[config.mk]
export PLATFORM = sky130hd
export DESIGN_NAME = hist_peak_finder_flat
export DESIGN_NICKNAME = d
export VERILOG_FILES = /design/src/rtl/hist_peak_finder_pkg.sv /design/src/rtl/hist_peak_finder_if.sv /design/src/rtl/hist_peak_finder_peak_max_tracker.sv /design/src/rtl/hist_peak_finder.sv /design/src/flat_wrapper.sv
export SDC_FILE = /design/constraint.sdc
export NUM_CORES = 1
export LEC_CHECK = 0
export CAP_MARGIN = 10
export CORE_MARGIN = 2
export CORE_UTILIZATION = 50
export DETAILED_ROUTE_END_ITERATION = 10
export HOLD_SLACK_MARGIN = 0.03
export PLACE_DENSITY = 0.86
export SLEW_MARGIN = 40
export SYNTH_ARGS = -nofsm -noshare
export SYNTH_HDL_FRONTEND = slang
export SYNTH_SLANG_ARGS = --single-unit
[constraint.sdc]
create_clock -name clk -period 2.29 [get_ports clk]
set_input_delay 0.458 -clock clk [delete_from_list [all_inputs] [get_ports clk]]
set_output_delay 0.458 -clock clk [all_outputs]
set_load 0.01 [all_outputs]
[src/rtl/hist_peak_finder_pkg.sv]
// Shared sizing constants and FSM state encoding for the histogram peak finder.
package hist_peak_finder_pkg;

    localparam int BIN_NUM   = 256;
    localparam int BIN_W     = 8;
    localparam int CNT_W     = 10;
    localparam int PIXEL_NUM = 200;
    localparam int PIX_W     = 8;

    typedef enum logic [1:0] {
        IDLE  = 2'b00,
        SCAN  = 2'b01,
        DRAIN = 2'b10,
        OUT   = 2'b11
    } state_e;

endpackage

[src/rtl/hist_peak_finder_if.sv]
// Histogram RAM read port plus the peak record valid/ready channel.
// The master side belongs to the peak finder, the slave side to the RAM/consumer.
interface hist_peak_finder_if #(
    parameter int BIN_W = hist_peak_finder_pkg::BIN_W,
    parameter int CNT_W = hist_peak_finder_pkg::CNT_W,
    parameter int PIX_W = hist_peak_finder_pkg::PIX_W
) ();
    import hist_peak_finder_pkg::*;

    logic             rd_en;
    logic             rd_bank;
    logic [PIX_W-1:0] rd_pix;
    logic [BIN_W-1:0] rd_bin;
    logic [CNT_W-1:0] rd_data;

    logic             peak_valid;
    logic             peak_ready;
    logic [PIX_W-1:0] peak_pix;
    logic [BIN_W-1:0] peak_bin;
    logic [CNT_W-1:0] peak_cnt;

    modport master (
        output rd_en, rd_bank, rd_pix, rd_bin,
        input  rd_data,
        output peak_valid, peak_pix, peak_bin, peak_cnt,
        input  peak_ready
    );

    modport slave (
        input  rd_en, rd_bank, rd_pix, rd_bin,
        output rd_data,
        input  peak_valid, peak_pix, peak_bin, peak_cnt,
        output peak_ready
    );

endinterface

[src/rtl/hist_peak_finder_peak_max_tracker.sv]
// Running maximum of returned bin counts; strict-greater update so ties keep the lowest bin.
module peak_max_tracker #(
    parameter int BIN_W = hist_peak_finder_pkg::BIN_W,
    parameter int CNT_W = hist_peak_finder_pkg::CNT_W
) (
    input  logic             clk,
    input  logic             res,
    input  logic             clear,
    input  logic             data_valid,
    input  logic [BIN_W-1:0] data_bin,
    input  logic [CNT_W-1:0] data,
    output logic [CNT_W-1:0] max_cnt,
    output logic [BIN_W-1:0] max_bin
);
    import hist_peak_finder_pkg::*;

    logic [CNT_W-1:0] max_cnt_q, max_cnt_d;
    logic [BIN_W-1:0] max_bin_q, max_bin_d;

    always_comb begin
        max_cnt_d = max_cnt_q;
        max_bin_d = max_bin_q;
        if (clear) begin
            max_cnt_d = '0;
            max_bin_d = '0;
        end else if (data_valid && (data > max_cnt_q)) begin
            max_cnt_d = data;
            max_bin_d = data_bin;
        end
    end

    always_ff @(posedge clk or negedge res) begin
        if (!res) begin
            max_cnt_q <= '0;
            max_bin_q <= '0;
        end else begin
            max_cnt_q <= max_cnt_d;
            max_bin_q <= max_bin_d;
        end
    end

    assign max_cnt = max_cnt_q;
    assign max_bin = max_bin_q;

endmodule

[src/rtl/hist_peak_finder.sv]
// Scans each completed histogram bank pixel by pixel and emits one
// (pixel, peak bin, peak count) record per pixel over valid/ready.
module hist_peak_finder #(
    parameter int BIN_NUM   = hist_peak_finder_pkg::BIN_NUM,
    parameter int BIN_W     = hist_peak_finder_pkg::BIN_W,
    parameter int CNT_W     = hist_peak_finder_pkg::CNT_W,
    parameter int PIXEL_NUM = hist_peak_finder_pkg::PIXEL_NUM,
    parameter int PIX_W     = hist_peak_finder_pkg::PIX_W
) (
    input  logic                clk,
    input  logic                res,
    input  logic                his_num,
    hist_peak_finder_if.master  bus,
    output logic                busy,
    output logic                overrun
);
    import hist_peak_finder_pkg::*;

    localparam logic [BIN_W-1:0] LAST_BIN = BIN_W'(BIN_NUM - 1);
    localparam logic [PIX_W-1:0] LAST_PIX = PIX_W'(PIXEL_NUM - 1);

    state_e           state_q, state_d;
    logic             his_num_q;
    logic             toggle_q, toggle_d;
    logic             toggle_bank_q;
    logic             pending_q, pending_d;
    logic             pend_bank_q, pend_bank_d;
    logic             bank_q, bank_d;
    logic [PIX_W-1:0] pix_q, pix_d;
    logic [BIN_W-1:0] bin_q, bin_d;
    logic             data_valid_q;
    logic [BIN_W-1:0] data_bin_q;

    logic             rd_en;
    logic             clear;
    logic             start;
    logic             start_bank;
    logic             consume;
    logic             toggle_used;
    logic [CNT_W-1:0] max_cnt;
    logic [BIN_W-1:0] max_bin;

    assign toggle_d = his_num ^ his_num_q;
    assign rd_en    = (state_q == SCAN);

    // A start either comes from a fresh toggle or from the one parked in pending;
    // any toggle not used to start is parked, or dropped with overrun if the slot is taken.
    always_comb begin
        state_d     = state_q;
        bank_d      = bank_q;
        pix_d       = pix_q;
        bin_d       = bin_q;
        pending_d   = pending_q;
        pend_bank_d = pend_bank_q;
        clear       = 1'b0;
        overrun     = 1'b0;
        start       = 1'b0;
        start_bank  = bank_q;
        consume     = 1'b0;
        toggle_used = 1'b0;

        case (state_q)
            IDLE: begin
                if (pending_q) begin
                    start      = 1'b1;
                    start_bank = pend_bank_q;
                    consume    = 1'b1;
                end else if (toggle_q) begin
                    start       = 1'b1;
                    start_bank  = toggle_bank_q;
                    toggle_used = 1'b1;
                end
            end
            SCAN: begin
                bin_d = bin_q + 1'b1;
                if (bin_q == LAST_BIN) begin
                    bin_d   = '0;
                    state_d = DRAIN;
                end
            end
            DRAIN: begin
                state_d = OUT;
            end
            OUT: begin
                if (bus.peak_ready) begin
                    if (pix_q == LAST_PIX) begin
                        state_d = IDLE;
                        if (pending_q) begin
                            start      = 1'b1;
                            start_bank = pend_bank_q;
                            consume    = 1'b1;
                        end
                    end else begin
                        pix_d   = pix_q + 1'b1;
                        bin_d   = '0;
                        clear   = 1'b1;
                        state_d = SCAN;
                    end
                end
            end
            default: state_d = IDLE;
        endcase

        if (start) begin
            state_d = SCAN;
            bank_d  = start_bank;
            pix_d   = '0;
            bin_d   = '0;
            clear   = 1'b1;
        end

        if (consume) begin
            pending_d = 1'b0;
        end

        if (toggle_q && !toggle_used) begin
            if (pending_q && !consume) begin
                overrun = 1'b1;
            end else begin
                pending_d   = 1'b1;
                pend_bank_d = toggle_bank_q;
            end
        end
    end

    always_ff @(posedge clk or negedge res) begin
        if (!res) begin
            state_q       <= IDLE;
            his_num_q     <= 1'b0;
            toggle_q      <= 1'b0;
            toggle_bank_q <= 1'b0;
            pending_q     <= 1'b0;
            pend_bank_q   <= 1'b0;
            bank_q        <= 1'b0;
            pix_q         <= '0;
            bin_q         <= '0;
            data_valid_q  <= 1'b0;
            data_bin_q    <= '0;
        end else begin
            state_q       <= state_d;
            his_num_q     <= his_num;
            toggle_q      <= toggle_d;
            toggle_bank_q <= his_num_q;
            pending_q     <= pending_d;
            pend_bank_q   <= pend_bank_d;
            bank_q        <= bank_d;
            pix_q         <= pix_d;
            bin_q         <= bin_d;
            data_valid_q  <= rd_en;
            data_bin_q    <= bin_q;
        end
    end

    peak_max_tracker #(
        .BIN_W (BIN_W),
        .CNT_W (CNT_W)
    ) u_tracker (
        .clk        (clk),
        .res        (res),
        .clear      (clear),
        .data_valid (data_valid_q),
        .data_bin   (data_bin_q),
        .data       (bus.rd_data),
        .max_cnt    (max_cnt),
        .max_bin    (max_bin)
    );

    assign bus.rd_en      = rd_en;
    assign bus.rd_bank    = bank_q;
    assign bus.rd_pix     = pix_q;
    assign bus.rd_bin     = bin_q;
    assign bus.peak_valid = (state_q == OUT);
    assign bus.peak_pix   = pix_q;
    assign bus.peak_bin   = max_bin;
    assign bus.peak_cnt   = max_cnt;
    assign busy           = (state_q != IDLE);

endmodule

[src/flat_wrapper.sv]
// flat-port wrapper written by rule: the top's interface ports become plain ports
module hist_peak_finder_flat import hist_peak_finder_pkg::*;
#(
    parameter int BIN_NUM   = hist_peak_finder_pkg::BIN_NUM,
    parameter int BIN_W     = hist_peak_finder_pkg::BIN_W,
    parameter int CNT_W     = hist_peak_finder_pkg::CNT_W,
    parameter int PIXEL_NUM = hist_peak_finder_pkg::PIXEL_NUM,
    parameter int PIX_W     = hist_peak_finder_pkg::PIX_W
)
  (clk, res, his_num, busy, overrun, bus_rd_en, bus_rd_bank, bus_rd_pix, bus_rd_bin, bus_rd_data, bus_peak_valid, bus_peak_pix, bus_peak_bin, bus_peak_cnt, bus_peak_ready);
  hist_peak_finder_if #(.BIN_W(BIN_W), .CNT_W(CNT_W), .PIX_W(PIX_W)) bus_i ();
  input  logic clk;
  input  logic res;
  input  logic his_num;
  output logic busy;
  output logic overrun;
  output wire logic [$bits(bus_i.rd_en)-1:0] bus_rd_en;
  output wire logic [$bits(bus_i.rd_bank)-1:0] bus_rd_bank;
  output wire logic [$bits(bus_i.rd_pix)-1:0] bus_rd_pix;
  output wire logic [$bits(bus_i.rd_bin)-1:0] bus_rd_bin;
  input wire logic [$bits(bus_i.rd_data)-1:0] bus_rd_data;
  output wire logic [$bits(bus_i.peak_valid)-1:0] bus_peak_valid;
  output wire logic [$bits(bus_i.peak_pix)-1:0] bus_peak_pix;
  output wire logic [$bits(bus_i.peak_bin)-1:0] bus_peak_bin;
  output wire logic [$bits(bus_i.peak_cnt)-1:0] bus_peak_cnt;
  input wire logic [$bits(bus_i.peak_ready)-1:0] bus_peak_ready;
  assign bus_rd_en = bus_i.rd_en;
  assign bus_rd_bank = bus_i.rd_bank;
  assign bus_rd_pix = bus_i.rd_pix;
  assign bus_rd_bin = bus_i.rd_bin;
  assign bus_i.rd_data = bus_rd_data;
  assign bus_peak_valid = bus_i.peak_valid;
  assign bus_peak_pix = bus_i.peak_pix;
  assign bus_peak_bin = bus_i.peak_bin;
  assign bus_peak_cnt = bus_i.peak_cnt;
  assign bus_i.peak_ready = bus_peak_ready;
  hist_peak_finder #(.BIN_NUM(BIN_NUM), .BIN_W(BIN_W), .CNT_W(CNT_W), .PIXEL_NUM(PIXEL_NUM), .PIX_W(PIX_W)) u_core (.clk(clk), .res(res), .his_num(his_num), .bus(bus_i), .busy(busy), .overrun(overrun));
endmodule
After elaboration in Yosys (flattened, before gate mapping)
Cells that the tools add are included.

storage, ports and cells
  register bits after elaboration = 51
  input bits = 14
  output and inout port bits = 47
  logic and storage cells = 91

operators by class
  $add $sub $neg = 2
  $lt $le $gt $ge = 1
  eq/ne operators = 13
  multiplexer cells = 42
  bitwise operators = 2
  reduce and logical (&&, ||, !) cells = 18

operator list
  kind                 count
  $mux 8               10
  $mux 1               22
  $mux 10              2
  $add 8x1->8 const B  2
  $eq 8x8->1 const B   2
  $pmux 8 s2           1
  $gt 10x10->1         1
  $reduce_bool 2->1    5
  $reduce_and 3->1     3
  $ne 2x1->1 const B   4
  $mux 2               3
  $ne 3x1->1 const B   2
  $pmux 1 s2           3
  $pmux 2 s3           1
  $reduce_and 6->1     1
  $eq 2x2->1 const B   2
  $reduce_bool 4->1    1
  $logic_and 1x1->1    3
  $ne 3x2->1 const B   1
  $ne 3x3->1 const B   1
  $reduce_bool 3->1    1
  $eq 2x1->1 const B   1
  $logic_not 1->1      2
  $logic_not 2->1      1
  other kinds (3)      3

Longest topological paths before layout
  depth after elaboration = 8
  mapped depth = 9
  depth with buffers taken out = 7

Modules after synthesis
A second synthesis with hierarchy kept.

second synthesis, totals
  cells, all modules = 270
  area total of the unflattened synthesis = 2827.7 sq um

by module, submodules not included
  module            times used  cells an instance  area each (sq um)  seq. area each (sq um)
  hist_peak_finder  1           158                1674.1             825.8
  peak_max_tracker  1           112                1153.6             450.4

Worst setup path before layout
No wires, ideal clock.

  path kind = flip-flop to flip-flop
  from = reg u_core.u_tracker.max_cnt_q[7] (netlist: u_core.u_tracker.max_cnt[7])
  to = reg u_core.u_tracker.max_bin_q[0] (netlist: u_core.u_tracker.max_bin[0])
  setup time = 0.124 ns
  arrival time = 1.829 ns
  data required time = 2.166 ns
  path slack = 0.337 ns
  cell stages (with the launch flop) = 9
  path buffers = 2
  clock period less this slack = 1.953 ns
  path through = dfrtp_1 > inv_1 > ha_1 > a211oi_1 > nor2_1 > o41a_1 > buf_6 > buf_6 > mux2i_1

on the way
  word-level cells in the longest chain between the ends = 3

RTL lines
  what                         line                                     text
  start: declaration           hist_peak_finder_peak_max_tracker.sv:17  logic [CNT_W-1:0] max_cnt_q, max_cnt_d;
  start signal: assignment     hist_peak_finder_peak_max_tracker.sv:37  max_cnt_q <= max_cnt_d;
  $gt 10x10->1                 hist_peak_finder_peak_max_tracker.sv:26  end else if (data_valid && (data > max_cnt_q)) begin
  $logic_and 1x1->1            hist_peak_finder_peak_max_tracker.sv:26
  $reduce_bool 2->1 (no line)  n/a
  end signal: assignment       hist_peak_finder_peak_max_tracker.sv:38  max_bin_q <= max_bin_d;
  end: declaration             hist_peak_finder_peak_max_tracker.sv:18  logic [BIN_W-1:0] max_bin_q, max_bin_d;

Every way passes these cells.
A chain may end at the register's enable or synchronous reset.

Final worst setup path
  from = reg u_core.state_q[0]
  to = out busy

on the way
  word-level cells in the longest chain between the ends = 1

RTL lines
  what                      line                     text
  start: declaration        hist_peak_finder.sv:22   state_e state_q, state_d;
  start signal: assignment  hist_peak_finder.sv:140  state_q <= state_d;
  $reduce_bool 2->1         hist_peak_finder.sv:176  assign busy = (state_q != IDLE);
  end: declaration          flat_wrapper.sv:15       output logic busy;

Every way passes these cells.

==> reports/qor.txt <==
Via Count - 2113
TritonCTS buffer count - 5
Clk pin slew, worst setup/hold paths - 0.09 ns
PortBufs - 60
Tot Pwr - 2.59 mW
DR vias/cell - 5.15
Hold WC Path Type - primary input to asynchronous set/reset pin
Req. time, crit path - 1.83 ns
Synth async-reset ratio - 1.00
Worst path slowest cell - clkdlybuf4s50_1
Warnings, synthesis - 0
Number of placement rows - 26
Status - finished, final reports clean
Worst-Skew Late Latency - 0.31 ns
Finish-stage setup viols - 0
Most frequent cells in the layout - clkdlybuf4s50_1, dfrtp_1, nand2_1, nor2_1, mux2i_1
Nets@finish - 369
Final setup TNS - 0 ns
Largest net degree at the start of global routing - 37
Synth area leaders - dfrtp_1, ha_1, mux2i_1
Seq/Total Area, Yosys - 0.466
DRC violations left - 0
Total setup buffers inserted after CTS - 0
P&R area growth vs syn - 29.1%
Initial antenna violation count - 0
Die Footprint - 0.00608 sq mm
Post-synth EDFFs - 0
Total congestion overflow - 0
Wire per inst - 13.5 microns
Setup Skew - 0.00642 ns
IO Count - 61
Min Clock Period, post-route - 2.17 ns
Synth top area share - 0.466
Clk root buf - clkbuf_8
Die X - 78.0 microns
Initial drt markers - 87
Commonest non-fill, non-tap cell in the layout - clkdlybuf4s50_1
Pwr dens - 733 mW/mm^2
Critical path launch point type - register
Placed insts - 402
Post-synthesis cell count - 270
Die Y - 78.0 microns
Gpl congestion - 0.835
First-pass GRT wire length - 9900 microns
WP data arrival - 1.71 ns
CP max stage delay - 0.54 ns
Dpl hpwl - 4240 microns
Slew HR - 0.749
CP Class - register to primary output
Crit-path max FO - 5
Area of the mapped netlist - 0.00274 sq mm
Final period util - 0.946
Ys flop type - dfrtp_1
MaxCap Viol Count - 0
Leakage power - 1.68 nW
CTS tree - yes
Final wirelength - 5530 microns
DR pass1 iterations - 4
Longest Clk Path Bufs - 2
Number of library cell types mapped by synthesis - 45
Post-Syn Nets - 300
Max VDD drop - 0.406 mV
CP endpoint kind - primary output
Vias in the first global route - 2231
Crit path cell chain - inv_1, ha_1, inv_1, clkdlybuf4s50_1
Synth Register Bits - 51
Most frequent CP cell - inv_1
Gr usage total - 0.200
Htree depth - 2
# fillers - 404
Final Hold Viols - 0
Worst-Margin Slew - 0.374 ns
Hold_buf cts - 0
Post-Syn Area per Cell - 10.1 sq um
Layout cell share with drive strength beyond 1 - 0.132
Clock sink count - 51
Max Clk Rate - 462 MHz
Starting Density - 0.526
N_diodes - 0
Fin cells - 410
RSZ-0062 raised after global routing - false
Core area - 0.00520 sq mm
Area leader, netlist - dfrtp_1
Routed Antenna Nets - 0
Slew Viols, Final - 0
-- timing repair --
| item | CTS | global route |
|---|---|---|
| hold endpoints to repair | 0 | 0 |
| endpoints found under the setup margin | 1 | 1 |
| resized for setup | 1 | 3 |
-- power breakdown --
part / leakage (nW) / switching, mW / internal (mW)
combinational: 1.02 / 0.437 / 0.510
sequential: 0.622 / 0.0921 / 1.03
clock: 0.0443 / 0.305 / 0.219
-- Yosys cell counts (2+ instances only) --
cell and instances:
o21ai_0 4, nand2_1 46, xor2_1 8, o31ai_1 3, nor2_1 24, nor3_1 4, xnor2_1 2, nand4_1 6
or3_1 3, buf_6 4, inv_1 17, nand3_1 6, ha_1 16, a211oi_1 3, dfrtp_1 51, mux2_2 2
and3_1 3, mux2i_1 19, buf_4 11, a21oi_1 12, buf_2 2
-- critical path: cells and delay by family (launching register included) --
family / cells / cell delay (ns)
flops: 1 / 0.41
fa+ha+maj: 1 / 0.27
buf+inv: 3 / 0.73
-- flip-flops by register name, summed over array words and instances (netlist names), 2 cells and up --
| register | cells |
|---|---|
| u_core.bus.peak_pix | 8 |
| u_core.u_tracker.max_cnt | 10 |
| u_core.bus.rd_bin | 8 |
| u_core.data_bin_q | 8 |
| u_core.state_q | 2 |
| u_core.u_tracker.max_bin | 8 |
-- kinds of logic (layout without fill, tap and decap cells) --
kind of cell / Yosys count / after routing / synth area share
AOI/OAI and AO/OA: 37 / 37 / 0.100
xor gates and xnor gates: 10 / 10 / 0.0320
adders and majority gates: 16 / 16 / 0.0731
buffers and inverters: 34 / 104 / 0.0736
DFF: 51 / 51 / 0.466
muxes: 22 / 22 / 0.0818
and+or+nand+nor: 100 / 100 / 0.173
-- routing by layer --
| layer | global-route usage | share of wire |
|---|---|---|
| met1 | 0.267 | 0.44 |
| met2 | 0.331 | 0.49 |
| met3 | 0.0430 | 0.061 |
| met4 | 0.0544 | 0.0099 |
| met5 | 0 | 0 |
-- stage by stage --
| stage | cell area (sq um) | worst slack, ns | utilization | hold slack, ns |
|---|---|---|---|---|
| 3_3_place_gp | 3440 | -0.100 | 0.661 | 0.382 |
| 5_1_grt | 3530 | 0.0103 | 0.679 | 0.0566 |
| 2_1_floorplan | 2740 | 0.337 | - | 0.162 |
| 4_1_cts | 3530 | 0.0446 | 0.678 | 0.0481 |
| 3_5_place_dp | 3440 | -0.146 | 0.661 | 0.382 |
| 6_report | 3530 | 0.123 | 0.679 | 0.0493 |
-- final timing paths --
| path | from | end | slack [ns] | cells after the start |
|---|---|---|---|---|
| worst max-delay path | u_core.state_q[0]$_DFFE_PN0P_ | busy | 0.12 | 4 |
| worst min-delay path | res | u_core.u_tracker.max_cnt[6]$_DFFE_PN0P_ | 0.05 | 1 |
| worst max register to register | u_core.bus.peak_pix[0]$_DFFE_PN0P_ | u_core.bus.rd_bin[7]$_DFFE_PN0P_ | 0.31 | 7 |
| worst min register to register | u_core.his_num_q$_DFF_PN0_ | u_core.toggle_bank_q$_DFF_PN0_ | 0.40 | 0 |
| max in group asynchronous | res | u_core.state_q[1]$_DFFE_PN0P_ | 1.65 | 2 |
| min in group clk | u_core.his_num_q$_DFF_PN0_ | u_core.toggle_bank_q$_DFF_PN0_ | 0.40 | 0 |
-- cell type report --
cell class                 count  area (sq um)  area share
clock buffer                   5          68.8      0.0195
clock inverter                 3          25.0     0.00708
inverter                      17          63.8      0.0181
multi-input combinational    185          1270       0.358
sequential                    51          1280       0.361
tap                           70          87.6      0.0248
timing repair buffer          79           746       0.211
(Power assumes the default switching activity.)
